`src/rtl/std_cache_pkg.sv`:
```
// Shared types for the cache-subsystem AXI port: class encoding, ID patterns,
// default AXI channel structs and the ID-to-class decode used by AR/AW/R/B routing.
package std_cache_pkg;

  localparam int unsigned AXI_ID_W   = 4;
  localparam int unsigned AXI_ADDR_W = 32;
  localparam int unsigned AXI_DATA_W = 64;

  typedef struct packed {
    int unsigned AxiIdWidth;
  } cva6_cfg_t;

  localparam cva6_cfg_t cva6_cfg_empty = '{AxiIdWidth: AXI_ID_W};

  localparam logic [3:0]  AXI_ID_ICACHE     = 4'b0000;
  localparam logic [3:0]  AXI_ID_DCACHE     = 4'b0111;
  localparam int unsigned AXI_ID_BYPASS_BIT = 3;

  typedef enum logic [1:0] {
    AXI_CLS_ICACHE = 2'd0,
    AXI_CLS_BYPASS = 2'd1,
    AXI_CLS_DCACHE = 2'd2,
    AXI_CLS_NONE   = 2'd3
  } axi_cls_e;

  typedef struct packed {
    logic [AXI_ID_W-1:0]   id;
    logic [AXI_ADDR_W-1:0] addr;
    logic [7:0]            len;
  } cache_axi_ax_t;

  typedef struct packed {
    logic [AXI_DATA_W-1:0]   data;
    logic [AXI_DATA_W/8-1:0] strb;
    logic                    last;
  } cache_axi_w_t;

  typedef struct packed {
    logic [AXI_ID_W-1:0] id;
    logic [1:0]          resp;
  } cache_axi_b_t;

  typedef struct packed {
    logic [AXI_ID_W-1:0]   id;
    logic [AXI_DATA_W-1:0] data;
    logic [1:0]            resp;
    logic                  last;
  } cache_axi_r_t;

  typedef struct packed {
    cache_axi_ax_t aw;
    logic          aw_valid;
    cache_axi_w_t  w;
    logic          w_valid;
    logic          b_ready;
    cache_axi_ax_t ar;
    logic          ar_valid;
    logic          r_ready;
  } cache_axi_req_t;

  typedef struct packed {
    logic         aw_ready;
    logic         ar_ready;
    logic         w_ready;
    logic         b_valid;
    cache_axi_b_t b;
    logic         r_valid;
    cache_axi_r_t r;
  } cache_axi_rsp_t;

  function automatic axi_cls_e axi_id_to_cls(input logic [3:0] id);
    if (id[AXI_ID_BYPASS_BIT]) return AXI_CLS_BYPASS;
    if (id == AXI_ID_DCACHE)   return AXI_CLS_DCACHE;
    if (id == AXI_ID_ICACHE)   return AXI_CLS_ICACHE;
    return AXI_CLS_NONE;
  endfunction

endpackage

```
`src/rtl/std_cache_axi_txn_ctr.sv`:
```
// Per-class outstanding read/write counters with limit flags; optional response
// watchdog when CACHE_AXI_MON_TIMEOUT_EN is defined.
module std_cache_axi_txn_ctr #(
  parameter int unsigned MaxOutstanding = 4
`ifdef CACHE_AXI_MON_TIMEOUT_EN
  , parameter int unsigned TimeoutCycles = 1024
`endif
) (
  input  logic clk_i,
  input  logic rst_ni,
  input  logic rd_inc_i,
  input  logic rd_dec_i,
  input  logic wr_inc_i,
  input  logic wr_dec_i,
  output logic rd_full_o,
  output logic wr_full_o,
  output logic active_o,
  output logic underflow_o
`ifdef CACHE_AXI_MON_TIMEOUT_EN
  , output logic expire_o
`endif
);

  localparam int unsigned     CntW   = $clog2(MaxOutstanding + 1);
  localparam logic [CntW-1:0] CntMax = CntW'(MaxOutstanding);

  logic [CntW-1:0] rd_cnt_q, wr_cnt_q;

  // Simultaneous inc/dec leaves the count alone; a decrement at zero saturates.
  function automatic logic [CntW-1:0] cnt_next(input logic [CntW-1:0] cnt,
                                               input logic inc, input logic dec);
    if (inc && !dec) return cnt + CntW'(1);
    if (dec && !inc && (cnt != '0)) return cnt - CntW'(1);
    return cnt;
  endfunction

  always_ff @(posedge clk_i) begin
    if (!rst_ni) begin
      rd_cnt_q <= '0;
      wr_cnt_q <= '0;
    end else begin
      rd_cnt_q <= cnt_next(rd_cnt_q, rd_inc_i, rd_dec_i);
      wr_cnt_q <= cnt_next(wr_cnt_q, wr_inc_i, wr_dec_i);
    end
  end

  assign rd_full_o   = (rd_cnt_q == CntMax);
  assign wr_full_o   = (wr_cnt_q == CntMax);
  assign active_o    = (rd_cnt_q != '0) || (wr_cnt_q != '0);
  assign underflow_o = (rd_dec_i && (rd_cnt_q == '0)) || (wr_dec_i && (wr_cnt_q == '0));

`ifdef CACHE_AXI_MON_TIMEOUT_EN
  localparam int unsigned      WdogW    = $clog2(TimeoutCycles);
  localparam logic [WdogW-1:0] WdogLast = WdogW'(TimeoutCycles - 1);

  logic [WdogW-1:0] wdog_q;

  // Any completion for this class restarts the wait; the count parks at its last value.
  always_ff @(posedge clk_i) begin
    if (!rst_ni || !active_o || rd_dec_i || wr_dec_i) begin
      wdog_q <= '0;
    end else if (wdog_q != WdogLast) begin
      wdog_q <= wdog_q + WdogW'(1);
    end
  end

  assign expire_o = active_o && (wdog_q == WdogLast);
`endif

endmodule

```
`src/rtl/std_cache_axi_txn_monitor.sv`:
```
// Outstanding-transaction monitor on the merged cache AXI port: per-class AR/AW
// throttling, underflow flag, optional watchdog (macro CACHE_AXI_MON_TIMEOUT_EN).
module std_cache_axi_txn_monitor
  import std_cache_pkg::*;
#(
  parameter cva6_cfg_t   CVA6Cfg        = cva6_cfg_empty,
  parameter int unsigned MaxOutstanding = 4,
  parameter int unsigned TimeoutCycles  = 1024,
  parameter type         axi_req_t      = cache_axi_req_t,
  parameter type         axi_rsp_t      = cache_axi_rsp_t
) (
  input  logic       clk_i,
  input  logic       rst_ni,
  input  axi_req_t   slv_req_i,
  output axi_rsp_t   slv_resp_o,
  output axi_req_t   mst_req_o,
  input  axi_rsp_t   mst_resp_i,
  output logic       busy_o,
  output logic       proto_err_o,
  output logic [2:0] timeout_o,
  input  logic       err_clr_i
);

  if (CVA6Cfg.AxiIdWidth < 4) begin : g_bad_id_w
    $error("AXI ID width must be at least 4 bits for class decode");
  end
  if (MaxOutstanding < 1) begin : g_bad_max
    $error("MaxOutstanding must be at least 1");
  end
  if (TimeoutCycles < 2) begin : g_bad_timeout
    $error("TimeoutCycles must be at least 2");
  end

  function automatic logic cls_full(input axi_cls_e cls, input logic [2:0] full);
    case (cls)
      AXI_CLS_ICACHE: return full[0];
      AXI_CLS_BYPASS: return full[1];
      AXI_CLS_DCACHE: return full[2];
      default:        return 1'b0;
    endcase
  endfunction

  axi_cls_e   ar_cls, aw_cls, r_cls, b_cls;
  logic [2:0] rd_full, wr_full, cls_active, cls_underflow;
  logic       ar_gate, aw_gate;
  logic       ar_hs, aw_hs, r_done, b_done;
  logic       busy_q, proto_err_q;

  assign ar_cls = axi_id_to_cls(slv_req_i.ar.id[3:0]);
  assign aw_cls = axi_id_to_cls(slv_req_i.aw.id[3:0]);
  assign r_cls  = axi_id_to_cls(mst_resp_i.r.id[3:0]);
  assign b_cls  = axi_id_to_cls(mst_resp_i.b.id[3:0]);

  // Gating looks only at registered counts so a same-cycle completion cannot open it.
  assign ar_gate = cls_full(ar_cls, rd_full);
  assign aw_gate = cls_full(aw_cls, wr_full);

  always_comb begin
    mst_req_o          = slv_req_i;
    mst_req_o.ar_valid = slv_req_i.ar_valid && !ar_gate;
    mst_req_o.aw_valid = slv_req_i.aw_valid && !aw_gate;
    slv_resp_o          = mst_resp_i;
    slv_resp_o.ar_ready = mst_resp_i.ar_ready && !ar_gate;
    slv_resp_o.aw_ready = mst_resp_i.aw_ready && !aw_gate;
  end

  assign ar_hs  = slv_req_i.ar_valid && mst_resp_i.ar_ready && !ar_gate;
  assign aw_hs  = slv_req_i.aw_valid && mst_resp_i.aw_ready && !aw_gate;
  assign r_done = mst_resp_i.r_valid && slv_req_i.r_ready && mst_resp_i.r.last;
  assign b_done = mst_resp_i.b_valid && slv_req_i.b_ready;

`ifdef CACHE_AXI_MON_TIMEOUT_EN
  logic [2:0] cls_expire;
  logic [2:0] timeout_q;
`endif

  for (genvar c = 0; c < 3; c++) begin : g_cls
    localparam logic [1:0] ClsIdx = 2'(c);

    std_cache_axi_txn_ctr #(
      .MaxOutstanding (MaxOutstanding)
`ifdef CACHE_AXI_MON_TIMEOUT_EN
      , .TimeoutCycles (TimeoutCycles)
`endif
    ) u_ctr (
      .clk_i       (clk_i),
      .rst_ni      (rst_ni),
      .rd_inc_i    (ar_hs  && (ar_cls == ClsIdx)),
      .rd_dec_i    (r_done && (r_cls  == ClsIdx)),
      .wr_inc_i    (aw_hs  && (aw_cls == ClsIdx)),
      .wr_dec_i    (b_done && (b_cls  == ClsIdx)),
      .rd_full_o   (rd_full[c]),
      .wr_full_o   (wr_full[c]),
      .active_o    (cls_active[c]),
      .underflow_o (cls_underflow[c])
`ifdef CACHE_AXI_MON_TIMEOUT_EN
      , .expire_o  (cls_expire[c])
`endif
    );
  end

  // A fresh error in the clear cycle keeps the flag set.
  always_ff @(posedge clk_i) begin
    if (!rst_ni) begin
      busy_q      <= 1'b0;
      proto_err_q <= 1'b0;
    end else begin
      busy_q <= |cls_active;
      if (|cls_underflow) begin
        proto_err_q <= 1'b1;
      end else if (err_clr_i) begin
        proto_err_q <= 1'b0;
      end
    end
  end

  assign busy_o      = busy_q;
  assign proto_err_o = proto_err_q;

`ifdef CACHE_AXI_MON_TIMEOUT_EN
  always_ff @(posedge clk_i) begin
    if (!rst_ni) begin
      timeout_q <= 3'b000;
    end else begin
      timeout_q <= (timeout_q & ~{3{err_clr_i}}) | cls_expire;
    end
  end

  assign timeout_o = timeout_q;
`else
  assign timeout_o = 3'b000;
`endif

endmodule

```
`config.mk`:
```
export PLATFORM = sky130hd
export DESIGN_NAME = std_cache_axi_txn_monitor
export DESIGN_NICKNAME = d
export VERILOG_FILES = /design/src/rtl/std_cache_pkg.sv /design/src/rtl/std_cache_axi_txn_ctr.sv /design/src/rtl/std_cache_axi_txn_monitor.sv
export SDC_FILE = /design/constraint.sdc
export NUM_CORES = 1
export LEC_CHECK = 0
export BUFFER_PORTS_ARGS = -buffer_cell sky130_fd_sc_hd__buf_4
export CAP_MARGIN = 20
export CORE_AREA = 2 2 196 198
export CTS_BUF_LIST = sky130_fd_sc_hd__clkbuf_8
export DETAILED_ROUTE_END_ITERATION = 12
export DIE_AREA = 0 0 198 200
export PLACE_DENSITY = 0.3
export SLEW_MARGIN = 20
export SYNTH_ARGS = -nofsm -noshare
export SYNTH_HDL_FRONTEND = slang
export SYNTH_HIERARCHICAL = 1
export SYNTH_SLANG_ARGS = --single-unit
```
`constraint.sdc`:
```
create_clock -name clk_i -period 2.8 [get_ports clk_i]
set_input_delay 0.28 -clock clk_i [delete_from_list [all_inputs] [get_ports clk_i]]
set_output_delay 0.28 -clock clk_i [all_outputs]
set_load 0.005 [all_outputs]
```
==> metrics.md, run 1 <==
| Metric | Value |
|---|---|
| IO Count | between 500 and 600 |
| Count of pins over their slew limit | 0 |
| Clock sink count | 20 |
| Slowest cell on crit path | o41ai_1 |
| R2R depth | 7 |
| Final std cells w/o fill | a little under 800 |
| Number of buffers added on ports | 54 |
| Share of flip-flops with an asynchronous set or reset | 0% |
| DRC Markers | 0 |
| CP Cell Sequence | inv_1 -> ha_1 -> and2_1 -> and4_2 -> o41ai_1 -> buf_4 -> buf_4 |
| Post-DP Area | 2860 sq um |
| Largest net degree at the start of global routing | 24 |
| DR vias | ~2100 |
| Initial antenna violation count | 1 |
| Layout cells sized above 1 | 25.6% |
| Final Skew | 0.00678 ns |
| Gpl congestion | 0.667 |
| Initial Util | 9.67% |
| F_max | between 300 and 400 MHz |
| Pwr dens | 302 nW/um^2 |
| Final setup vio count | 0 |
| Post-Synthesis Cells | around 460 |
| CTS clk-pin slew, worst paths | around 0.080 ns |
| Longest Clk Path Bufs | 2 |
| Final Hold Viols | 0 |
| GR Overflow Total | 0 |
| Hold Crit Class | in2reg |
| Hold path startpoint | rst_ni |
| Endpoint, Worst Hold | busy_o |
| WL final | 12.7 mm |
| Initial drt markers | 66 |
| Worst vdd ir | 211 uV |
| Max_cap viols | 0 |
| Dpl hpwl | between 10 and 15 mm |
| DR WL/cell | between 15 and 20 um |
| Fin crit share | 90.2% |
| Die height | 200 um |
| Hold depth | 2 |
| GR Util met2 | between 10 and 15% |
| Crit path arrival time | around 2.3 ns |
| Clock latency on the worst-skew pair | 0.26 ns |
| Final Util | 7.84% |
| Most frequent cells in the layout | buf_4, inv_1, dfxtp_1 |
| Root Buffer | clkbuf_8 |
| Post-synth cell types | 39 |
| Most common cell after layout, fill and taps aside | buf_4 |
| Largest cells by area after synthesis | buf_4, dfxtp_1, ha_1 |
| Max-slew headroom | approximately half |
| Die area | 39600 sq um |
| Initial DRT Pass Iterations | 4 |
| Worst path required time | 2.52 ns |
| Hold_buf cts | 0 |
| Yosys Warn Count | 6 |
| Post-CTS setup buffer count | 0 |
| RSZ-0062 raised after global routing | false |
| Core area | 37400 sq um |
| Worst Max-Slew Pin Slew | between 0.7 and 0.8 ns |
| Total Power | between 800 and 900 uW |
| Synth top area share | between 50 and 60% |
| Cell count after placement | between 700 and 800 |
| Antenna viol nets, final | 0 |
| Minimum clock period | 2.53 ns |
| Synth Flop Type | dfxtp_1 |
| CTS tree | built |
| Tot GR Track Use | 6.10% |
| Yosys reg bits | 20 |
| Num rows | 71 |
| TritonCTS Buffers | 3 |
| Count of flip-flops with a built-in enable after synthesis | 0 |
| Startpoint of the worst-slack reg-to-reg timing path | g_cls[1].u_ctr/rd_cnt_q[1] |
| Global routing usage on met1 | under 10% |
| PostCTS Resize Cnt | 0 |
| Crit start category | flop |
| Synthesis-to-finish area growth | -18.9% |
| Setup crit end kind | output pin |
| Post-Synthesis Mean Instance Area | 7.83 sq um |
| Most used routing layer | met2 |
| Depth of the CTS H-tree | 1 |
| Synthesized area | 3620 sq um |
| Layout Cell Area excl Fill | 2930 sq um |
| Area leader, netlist | buf_4 |
| Setup TNS | 0 ns |
| Vias per cell | 2.66 |
| Status | finished, final reports clean |
| Sequential fraction of the synthesis area | 11.1% |
| Critical Path Most Common Cell | buf_4 |
| First-pass GRT wire length | 16.5 mm |
| Slowest cell delay on critical path | 0.51 ns |
| Leak pwr | between 0.001 and 0.0015 uW |
| GR Layer Usage met3 | 3.34% |
| Crit Path Class | reg2out |
| Die Wd | 198 um |
| FF-to-FF setup slack | 0.44 ns |
| Final Net Count | between 500 and 600 |
| Vias in the first global route | about 2200 |
| Reg-to-Reg End | g_cls[1].u_ctr/rd_cnt_q[2] |
| Crit path max fanout | 5 |
==> how the worst max path moves through the flow <==
stage | startpoint | endpoint | slack [ns] | cells after the start
2_1_floorplan | g_cls[1].u_ctr/wr_cnt_q[0] | g_cls[1].u_ctr/wr_cnt_q[1] | 0.72 | 7
3_3_place_gp | g_cls[1].u_ctr/rd_cnt_q[1] | g_cls[1].u_ctr/rd_cnt_q[2] | 0.53 | 7
3_5_place_dp | g_cls[1].u_ctr/rd_cnt_q[1] | g_cls[1].u_ctr/rd_cnt_q[2] | 0.45 | 7
4_1_cts | g_cls[2].u_ctr/rd_cnt_q[1] | mst_req_o[1] | 0.15 | 7
5_1_grt | g_cls[2].u_ctr/rd_cnt_q[1] | mst_req_o[1] | 0.01 | 7
6_report | g_cls[2].u_ctr/rd_cnt_q[1] | mst_req_o[1] | 0.27 | 7
==> state kept, by name, summed over array words and instances (netlist names) <==
| name | cells |
|---|---|
| busy_o | 1 |
| g_cls.u_ctr/rd_cnt_q | 9 |
| g_cls.u_ctr/wr_cnt_q | 9 |
| proto_err_o | 1 |
==> power by group <==
| part | internal (uW) | switching (uW) | total (uW) |
|---|---|---|---|
| sequential | 304 | 20.1 | 324 |
| combinational | 128 | 137 | 265 |
| clock | 191 | 105 | 296 |
==> worst max-delay path: cells and delay by family, from the launching register on <==
family          cells  cell delay [ns]
compound gates      1             0.51
fa+ha+maj           1             0.22
buf+inv             3             0.39
flops               1             0.41
simple gates        2             0.46
==> area by class of cell <==
cell class	count	area [sq um]
flip-flops and latches	20	400
clock buffers	3	41.3
multi-input cells	172	1270
inverters	25	93.8
diodes	1	2.50
repair buffers	60	450
clock inverters	1	30.0
fillers	4370	34500
well taps	511	639
==> layer usage <==
metal | part of all wire (%) | wire (um)
met1 | 28 | 3510
met5 | 0 | 0
met4 | 11 | 1360
met3 | 15 | 1950
met2 | 46 | 5850
==> Yosys cell counts (2+ instances only) <==
master,n
a2111oi_2,3
a21boi_0,3
a221oi_1,3
a311oi_1,6
a31oi_1,3
and2_1,6
and2b_1,3
and3b_1,3
and4_2,2
and4b_1,3
buf_4,247
dfxtp_1,20
ha_1,18
inv_1,25
mux2_2,3
mux2i_1,6
nand2_1,18
nand2b_1,12
nand3_1,4
nand3b_1,13
nand4_1,3
nor2_1,4
nor2b_1,7
nor3_1,2
nor4_1,2
nor4b_1,4
o21a_1,3
o21ai_0,15
o21ai_1,3
o31ai_1,3
o41ai_1,4
or3_1,3
or4_1,2
==> through the flow <==
step | setup WS [ns] | hold WS (ns)
floorplan | 0.722 | 0.408
global route | 0.0149 | 0.403
global placement | 0.527 | 0.472
detailed placement | 0.446 | 0.474
finish | 0.273 | 0.395
CTS | 0.150 | 0.392
==> logic make-up (layout without fill, tap and decap cells) <==
family / Yosys count / after routing / share of synthesized area (%)
multiplexers: 9 / 9 / 2.60
other: 1 / 4 / 0.104
AO/OA/AOI/OAI: 48 / 48 / 9.83
flip-flops: 20 / 20 / 11.1
buffers and inverters: 272 / 89 / 53.9
AND/OR/NAND/NOR: 94 / 94 / 16.3
adder cells (fa/ha/maj): 18 / 18 / 6.23
(Power assumes the default switching activity.)
==> inputs of run 2 (changes only) <==
SLEW_MARGIN = 5   (was 20)
clock period = 2.4 ns   (was 2.8 ns; I/O delays follow)
==> metrics.md, run 2 (same netlist as run 1, synthesis figures left out) <==
| Metric | Value |
|---|---|
| DRC Markers | 0 |
| Global routing usage on met1 | approximately 4.6% |
| Number of buffers added on ports | 54 |
| Longest Clk Path Bufs | 2 |
| Internal Pwr Total | about 650 uW |
| Vias per cell | 2.74 |
| Combinational power share | 32.1% |
| IO Count | roughly 500 |
| Sw power | 307 uW |
| Die Wd | 198 um |
| DR WL/cell | roughly 16 um |
| PostCTS Resize Cnt | 0 |
| Crit path max fanout | 5 |
| WL final | 12.7 mm |
| First-pass GRT wire length | approximately 16 mm |
| Root Buffer | clkbuf_8 |
| Minimum clock period | 2.28 ns |
| Hold_buf cts | 0 |
| Count of pins over their slew limit | 0 |
| Power share of the clock group | about 28% |
| Fin crit share | 94.9% |
| Gpl congestion | approximately 0.67 |
| Layout Cell Area excl Fill | just under 3000 sq um |
| Post-DP Area | 2900 sq um |
| Depth of the CTS H-tree | 1 |
| Final Hold Viols | 0 |
| GR Overflow Total | 0 |
| Top Registers | g_cls.u_ctr/rd_cnt_q x9, g_cls.u_ctr/wr_cnt_q x9 |
| Die area | 39600 sq um |
| Worst vdd ir | roughly 180 uV |
| Initial antenna violation count | 2 |
| Hold Crit Class | in2reg |
| GR Util met2 | under 10% |
| FF-to-FF setup slack | 0.18 ns |
| Crit Path Class | reg2out |
| Clock sink count | 20 |
| Initial Util | 9.67% |
| Worst path required time | 2.16 ns |
| Final Util | 7.97% |
| Antenna cells | 0 |
| DR vias | between 2000 and 2500 |
| F_max | 439 MHz |
| Min setup slack post-route | 0.123 ns |
| Leak pwr | about 0.0011 uW |
| Core area | 37400 sq um |
| Most frequent cells in the layout | buf_4, inv_1, dfxtp_1 |
| Pwr dens | 322 nW/um^2 |
| CTS tree | built |
| Crit path arrival time | 2.04 ns |
| Clock latency on the worst-skew pair | roughly 0.26 ns |
| Tot GR Track Use | 5.99% |
| Dpl hpwl | 11.1 mm |
| Die height | 200 um |
| Final setup vio count | 0 |
| Initial drt markers | 107 |
| Most used routing layer | met2 |
| GR Layer Usage met3 | 3.60% |
| Switching share of total power | around a third |
| Status | finished, final reports clean |
| Synthesis-to-finish area growth | -17.5% |
| Setup TNS | 0 ns |
| RSZ-0062 raised after global routing | true |
| Final Skew | 0.00658 ns |
| CTS clk-pin slew, worst paths | 0.09 ns |
| Max_cap viols | 0 |
| Vias in the first global route | 2148 |
| Crit start category | flop |
| Pre-CTS setup slack | 0.207 ns |
| Num rows | 71 |
| Antenna viol nets, final | 0 |
| Initial DRT Pass Iterations | 4 |
| TritonCTS Buffers | 3 |
| Setup crit end kind | output pin |
| Final Net Count | 557 |
| Post-CTS setup buffer count | 0 |
| Layout cells sized above 1 | 28.6% |
| Worst hold margin | 0.369 ns |
| Most common cell after layout, fill and taps aside | buf_4 |
| Sequential Power Share | 39.5% |
| Largest net degree at the start of global routing | 24 |
run 2: cell count changes in the layout (fill, tap and decap cells not counted), sizes merged:
cell | before | now
buf | 60 | 66
bufinv | 1 | 0
clkbuf | 3 | 4
diode | 1 | 0
run 2: through the flow:
| step | instances | power, uW |
|---|---|---|
| after floorplan | 464 | 859 |
| after global placement | 794 | 710 |
| after detailed placement | 794 | 700 |
| after CTS | 798 | 983 |
| after global routing | 798 | 1040 |
| final | 798 | 961 |
run 2: routing by layer:
metal,part of all wire [%],vias to the layer above
met5,0.18,-
met1,27,903
met2,45,220
met3,16,130
li1,-,931
met4,11,4
run 2: path summary, 6_finish.rpt:
check                                  start                    endpoint  cells past startpoint
hold / removal                        rst_ni                      busy_o                      2
setup reg to reg  g_cls[0].u_ctr/rd_cnt_q[0]  g_cls[0].u_ctr/rd_cnt_q[2]                      9
hold reg to reg   g_cls[2].u_ctr/wr_cnt_q[0]  g_cls[2].u_ctr/wr_cnt_q[0]                      2
setup / recovery  g_cls[2].u_ctr/rd_cnt_q[1]                mst_req_o[1]                      7
run 2: cell type report:
type | count | area, sq um
inverter | 25 | 93.8
sequential | 20 | 402
tap | 511 | 639
timing repair buffer | 66 | 495
fill | 4374 | 34400
multi-input combinational | 172 | 1300
clock buffer | 4 | 55.1
run 2: worst max-delay path: stages (launching register included):
cell	delay, ns
dfxtp_1	0.41
inv_1	0.08
ha_1	0.21
and2_1	0.19
and4_2	0.27
o41ai_2	0.34
buf_4	0.18
buf_4	0.10
run 2: power groups by stage:
stage	Clock [uW]	Sequential, uW	Combinational [uW]
global placement	0	387	322
CTS	289	378	316
detailed placement	0	385	315
floorplan	0	377	481
global route	304	383	354
finish	274	379	308
